`config.mk`:
```
export PLATFORM = sky130hd
export DESIGN_NAME = fir_mac_sequencer
export DESIGN_NICKNAME = d
export VERILOG_FILES = /design/src/rtl/fir_pkg.sv /design/src/rtl/fir_delay_line.sv /design/src/rtl/fir_mac_sequencer.sv
export SDC_FILE = /design/constraint.sdc
export NUM_CORES = 2
export LEC_CHECK = 0
export BUFFER_PORTS_ARGS = -buffer_cell sky130_fd_sc_hd__buf_2
export CORE_MARGIN = 4
export CORE_UTILIZATION = 50
export DETAILED_ROUTE_END_ITERATION = 7
export HOLD_SLACK_MARGIN = 0.02
export MAX_ROUTING_LAYER = met4
export PLACE_DENSITY = 0.64
export SYNTH_ARGS = -nofsm -noshare
export SYNTH_HDL_FRONTEND = slang
export SYNTH_SLANG_ARGS = --single-unit
```
`constraint.sdc`:
```
create_clock -name clk -period 11.21 [get_ports clk]
set_input_delay 2.242 -clock clk [delete_from_list [all_inputs] [get_ports clk]]
set_output_delay 2.242 -clock clk [all_outputs]
set_load 0.01 [all_outputs]
```
`src/rtl/fir_pkg.sv`:
```
// Shared types and sizing helpers for the time-multiplexed FIR MAC sequencer.
package fir_pkg;

  localparam int DEFAULT_M  = 4;
  localparam int DEFAULT_DW = 32;

  typedef enum logic [1:0] {
    IDLE = 2'd0,
    MAC  = 2'd1,
    OUT  = 2'd2
  } fir_state_e;

  // Index width able to address M+1 taps; never narrower than one bit.
  function automatic int ptr_width(input int m);
    return (m < 1) ? 1 : $clog2(m + 1);
  endfunction

  // Full-width products plus headroom for summing M+1 of them.
  function automatic int acc_width(input int dw, input int m);
    return 2 * dw + ptr_width(m);
  endfunction

endpackage

```
`src/rtl/fir_delay_line.sv`:
```
// (M+1)-entry circular sample buffer: one write port, whole-buffer clear, one indexed read.
module fir_delay_line #(
  parameter int M  = 4,
  parameter int DW = 32,
  parameter int PW = 3
) (
  input  logic          clk,
  input  logic          rst_,
  input  logic          clr,
  input  logic          wr_en,
  input  logic [PW-1:0] wr_addr,
  input  logic [DW-1:0] wr_data,
  input  logic [PW-1:0] rd_addr,
  output logic [DW-1:0] rd_data
);

  logic [DW-1:0] dl_reg [M+1];
  logic [M:0]    wr_hit;

  genvar gi;
  for (gi = 0; gi <= M; gi++) begin : g_hit
    assign wr_hit[gi] = wr_en && (wr_addr == PW'(gi));
  end

  // Registers rather than RAM: the clear must zero every entry in one cycle.
  always_ff @(posedge clk) begin
    for (int i = 0; i <= M; i++) begin
      if (!rst_ || clr) begin
        dl_reg[i] <= '0;
      end else if (wr_hit[i]) begin
        dl_reg[i] <= wr_data;
      end
    end
  end

  assign rd_data = (rd_addr <= PW'(M)) ? dl_reg[rd_addr] : '0;

endmodule

```
`src/rtl/fir_mac_sequencer.sv`:
```
// FIR filter sharing one multiplier/accumulator across M+1 taps per sample.
// Define FIR_SEQ_SAT_EN to saturate dout to the signed DW range instead of wrapping.
module fir_mac_sequencer
  import fir_pkg::*;
#(
  parameter int M  = DEFAULT_M,
  parameter int DW = DEFAULT_DW
) (
  input  logic                 clk,
  input  logic                 rst_,
  input  logic [M:0][DW-1:0]   coeffs,
  input  logic                 din_valid,
  output logic                 din_ready,
  input  logic signed [DW-1:0] din,
  output logic                 dout_valid,
  input  logic                 dout_ready,
  output logic signed [DW-1:0] dout,
  input  logic                 flush,
  output logic                 busy
);

  localparam int AW = acc_width(DW, M);
  localparam int PW = ptr_width(M);
  localparam logic [PW-1:0] LAST = PW'(M);

  fir_state_e              state_reg, state_next;
  logic [PW-1:0]           k_reg, k_next;
  logic [PW-1:0]           wr_ptr_reg, wr_ptr_next;
  logic [PW-1:0]           rd_addr;
  logic [M:0][DW-1:0]      coeff_snap_reg, coeff_snap_next;
  logic signed [AW-1:0]    acc_reg, acc_next;
  logic [DW-1:0]           tap_data;
  logic signed [2*DW-1:0]  coef_ext, tap_ext, prod;
  logic signed [AW-1:0]    prod_ext;
  logic                    accept, dl_clr;

  assign accept = (state_reg == IDLE) && din_valid && !flush;
  assign dl_clr = (state_reg == IDLE) && flush;

  // x[n-k] sits k slots behind the newest write, modulo M+1.
  assign rd_addr = (wr_ptr_reg >= k_reg) ? (wr_ptr_reg - k_reg)
                                         : (wr_ptr_reg + PW'(M + 1) - k_reg);

  fir_delay_line #(
    .M  (M),
    .DW (DW),
    .PW (PW)
  ) u_delay_line (
    .clk     (clk),
    .rst_    (rst_),
    .clr     (dl_clr),
    .wr_en   (accept),
    .wr_addr (wr_ptr_reg),
    .wr_data (din),
    .rd_addr (rd_addr),
    .rd_data (tap_data)
  );

  assign coef_ext = {{DW{coeff_snap_reg[k_reg][DW-1]}}, coeff_snap_reg[k_reg]};
  assign tap_ext  = {{DW{tap_data[DW-1]}}, tap_data};
  assign prod     = coef_ext * tap_ext;
  assign prod_ext = {{(AW-2*DW){prod[2*DW-1]}}, prod};

  always_comb begin
    state_next      = state_reg;
    k_next          = k_reg;
    wr_ptr_next     = wr_ptr_reg;
    coeff_snap_next = coeff_snap_reg;
    acc_next        = acc_reg;
    unique case (state_reg)
      IDLE: begin
        if (flush) begin
          wr_ptr_next = '0;
        end else if (din_valid) begin
          coeff_snap_next = coeffs;
          acc_next        = '0;
          k_next          = '0;
          state_next      = MAC;
        end
      end
      MAC: begin
        acc_next = acc_reg + prod_ext;
        if (k_reg == LAST) begin
          k_next     = '0;
          state_next = OUT;
        end else begin
          k_next = k_reg + PW'(1);
        end
      end
      OUT: begin
        if (dout_ready) begin
          wr_ptr_next = (wr_ptr_reg == LAST) ? '0 : wr_ptr_reg + PW'(1);
          state_next  = IDLE;
        end
      end
      default: state_next = IDLE;
    endcase
  end

  always_ff @(posedge clk) begin
    if (!rst_) begin
      state_reg      <= IDLE;
      k_reg          <= '0;
      wr_ptr_reg     <= '0;
      coeff_snap_reg <= '0;
      acc_reg        <= '0;
    end else begin
      state_reg      <= state_next;
      k_reg          <= k_next;
      wr_ptr_reg     <= wr_ptr_next;
      coeff_snap_reg <= coeff_snap_next;
      acc_reg        <= acc_next;
    end
  end

  assign din_ready  = (state_reg == IDLE) && !flush;
  assign dout_valid = (state_reg == OUT);
  assign busy       = (state_reg != IDLE);

`ifdef FIR_SEQ_SAT_EN
  // In range exactly when every bit above the DW-1 sign bit matches it.
  always_comb begin
    if (acc_reg[AW-1:DW-1] == {(AW-DW+1){acc_reg[AW-1]}}) begin
      dout = acc_reg[DW-1:0];
    end else if (acc_reg[AW-1]) begin
      dout = {1'b1, {(DW-1){1'b0}}};
    end else begin
      dout = {1'b0, {(DW-1){1'b1}}};
    end
  end
`else
  assign dout = acc_reg[DW-1:0];
`endif

endmodule

```
==> out/results.txt <==
HPWL after DPL = 74.9 mm
Cells after Synth = 3,699
Family with the most delay on the worst path = adder cells
Max Clock Freq = 94.6 MHz
GR Util All Layers = 0.294
Vias in the first global route = 27.0k
HP Start = coeff_snap_reg[136]$_SDFFE_PN0P_
Mean Syn Cell Area = 9.14 um^2
Drt first pass iters = 5
CP startpoint kind = flop
Detail Route Antenna Nets = 0
DRT iter0 DRCs = 1,902
# H-tree levels = 2
Total power = 0.00681 W
Arrival time worst endpoint = 11.02 ns
Post-synthesis cell type count = 83
Critical path depth in cells = 32
Layout area overhead = 10.1%
FF-to-FF End = acc_reg[31]$_SDFFE_PN0P_
Worst Setup End Kind = flop
RSZ-0062 raised after global routing = no
Crit path buffers/inverters = 10
Layout Nets = 4,643
Hold EP = coeff_snap_reg[136]$_SDFFE_PN0P_
Num CTS Buffers = 41
Tmin final = 10.57 ns
Worst hold-check path type = reg -> reg
Number of flops mapped to enable cells by yosys = 160
Syn nets = 4,499
Slew Limit Fails = 0
Root Driver = clkbuf_16
Worst Path Class, Setup = reg -> reg
Post-Place Worst Slack = 0.613 ns
Rows = 95
Final GP Congestion = 0.922
Number of clock sinks = 360
Reg-to-reg slack, setup = 0.64 ns
FF-to-FF Start = wr_ptr_reg[0]$_SDFFE_PN0P_
Skew-Pair Late Insertion Delay = 0.59 ns
Maximum number of pins on one net before global-route repair = 91
Routed length per instance = 21.2 um
Die width = 268 um
CP required = 11.67 ns
PwrDens = 183 nW/um^2
Post-Syn Area = 33,800 um^2
Finish-stage setup viols = 0
Synth top area share = 0.260
Share of the yosys chip area belonging to registers = 0.260
Largest cells by area after synthesis = fa_1 26%, edfxtp_1 14%, dfxtp_1 12%
Top FF cell, synth = dfxtp_1
Starting density of the core = 0.504
Vias = 26.1k
Fin cells = 4,754
Clk buf depth = 3
Final WS setup = 0.642 ns
Status = completed
Vias/cell = 5.50
Global-route wire length before repair = 157 mm
CP max stage cell = a31oi_2
Worst Skew = 0.0226 ns
Slowest stage delay, CP = 0.92 ns
Initial antenna violation count = 4
Ports = 232
Max-slew headroom = 0.214
Routed WL = 101 mm
Critical path launch point = wr_ptr_reg[0]$_SDFFE_PN0P_
Die area = 71,900 um^2
Placed insts = 4,673
Final worst path period share = 0.943
Leak = 16.5 nW
Max-cap viol count = 0
Worst-Margin Slew = 1.18 ns
CTS tree = built
CP dominant cell by count = fa_1
Peak supply drop = 0.144 mV
Global route overflow = 0
Synth warn = 0
Post-synthesis async set-or-reset flop share = 0
Die H = 268 um
Crit path max fanout = 23
Share of cells above drive strength 1 = 0.124
Core ar. = 67,200 um^2
DR DRC count = 0
CTS clk-pin slew, worst paths = 0.07 ns
Port bufs = 231
Worst-case reg-to-reg path depth = 32
Fill cell count = 6,126
Setup TNS = 0 ns
Flops & latches, synth = 360
Hold path depth = 2
Final Hold Vio Count = 0
Leading area contributor after synthesis = fa_1
report_power, final:
part           leakage, nW  switching (W)  internal [W]
Combinational         12.5        0.00233       0.00159
Sequential            3.39      0.0000663       0.00146
Clock                0.662       0.000587      0.000771
through the flow:
step                hold WS, ns   util  cell area (um^2)
finish                    0.460  0.555             37300
detailed placement        0.453  0.534             35900
global route              0.477  0.555             37200
CTS                       0.462  0.554             37200
global placement          0.450  0.534             35900
floorplan                 0.438      -             33800
worst register-to-register path: cells and delay by family, from the launching register on:
kind	cells	cell delay (ns)
adders and majority gates	11	5.31
and+or+nand+nor	1	0.20
AOI/OAI and AO/OA	9	3.03
DFF	1	0.35
buffers and inverters	10	1.38
xor gates and xnor gates	1	0.19
worst max path at each step:
stage                                          end  slack (ns)
final                     acc_reg[31]$_SDFFE_PN0P_        0.64
after global routing      acc_reg[31]$_SDFFE_PN0P_        0.02
after CTS                 acc_reg[31]$_SDFFE_PN0P_        0.57
after detailed placement  acc_reg[31]$_SDFFE_PN0P_        0.61
after global placement    acc_reg[31]$_SDFFE_PN0P_        0.85
after floorplan           acc_reg[31]$_SDFFE_PN0P_        1.56
metal layers:
layer,up-vias,GRT usage,routed length (um)
li1,11973,-,-
met1,13035,0.364,40400
met2,927,0.475,48300
met3,213,0.0679,8270
met4,0,0.108,4020
met5,-,-,0
cell usage in the layout, fill, tap and decap left out, types with 108 or more instances in the layout:
cell type / n
ha_1: 164
dfxtp_1: 197
a21boi_0: 170
edfxtp_1: 160
nor2_1: 323
buf_2: 230
nand2_1: 467
and2_1: 185
o21ai_0: 108
inv_1: 564
fa_1: 439
area by class of cell:
cell class | count | area, um^2 | share of cell area
inverter | 566 | 2120 | 0.0570
tap | 873 | 1090 | 0.0293
clock buffer | 54 | 1140 | 0.0307
clock inverter | 21 | 199 | 0.00534
antenna | 6 | 15.0 | 0.000403
timing repair buffer | 310 | 1750 | 0.0470
multi-input combinational | 2564 | 22100 | 0.594
sequential | 360 | 8810 | 0.237
what timing repair did:
| item | CTS | global route |
|---|---|---|
| endpoints found under the setup margin | 0 | 1 |
| setup buffers | 0 | 0 |
| hold endpoints to repair | 0 | 0 |
| resized for setup | 0 | 1 |
| hold buffers | 0 | 0 |
cells in the mapped netlist (all sizes together) (7+ instances only):
library cell    n
and2          186
nand3          83
xor2            9
dfxtp         200
ha            164
o22a           10
a21oi          80
inv           564
nor3            9
or2            49
buf            39
clkbuf        170
nor2b          30
fa            439
nand2         471
a21boi        171
nand2b        100
edfxtp        160
o211ai         32
nor2          324
o2111ai        16
mux2i          50
a211oi         13
xnor3           7
and3           22
xnor2          55
a21o           20
o22ai          10
o21ai         115
a31oi          23
cell families after synthesis:
logic type      Yosys count  synth area share
fa+ha+maj               603             0.321
flops                   360             0.260
xor+xnor                 72            0.0224
buf+inv                 775            0.0888
simple gates           1294             0.178
mux                      53            0.0161
compound gates          542             0.113
Power figures use the tool's default switching activity.
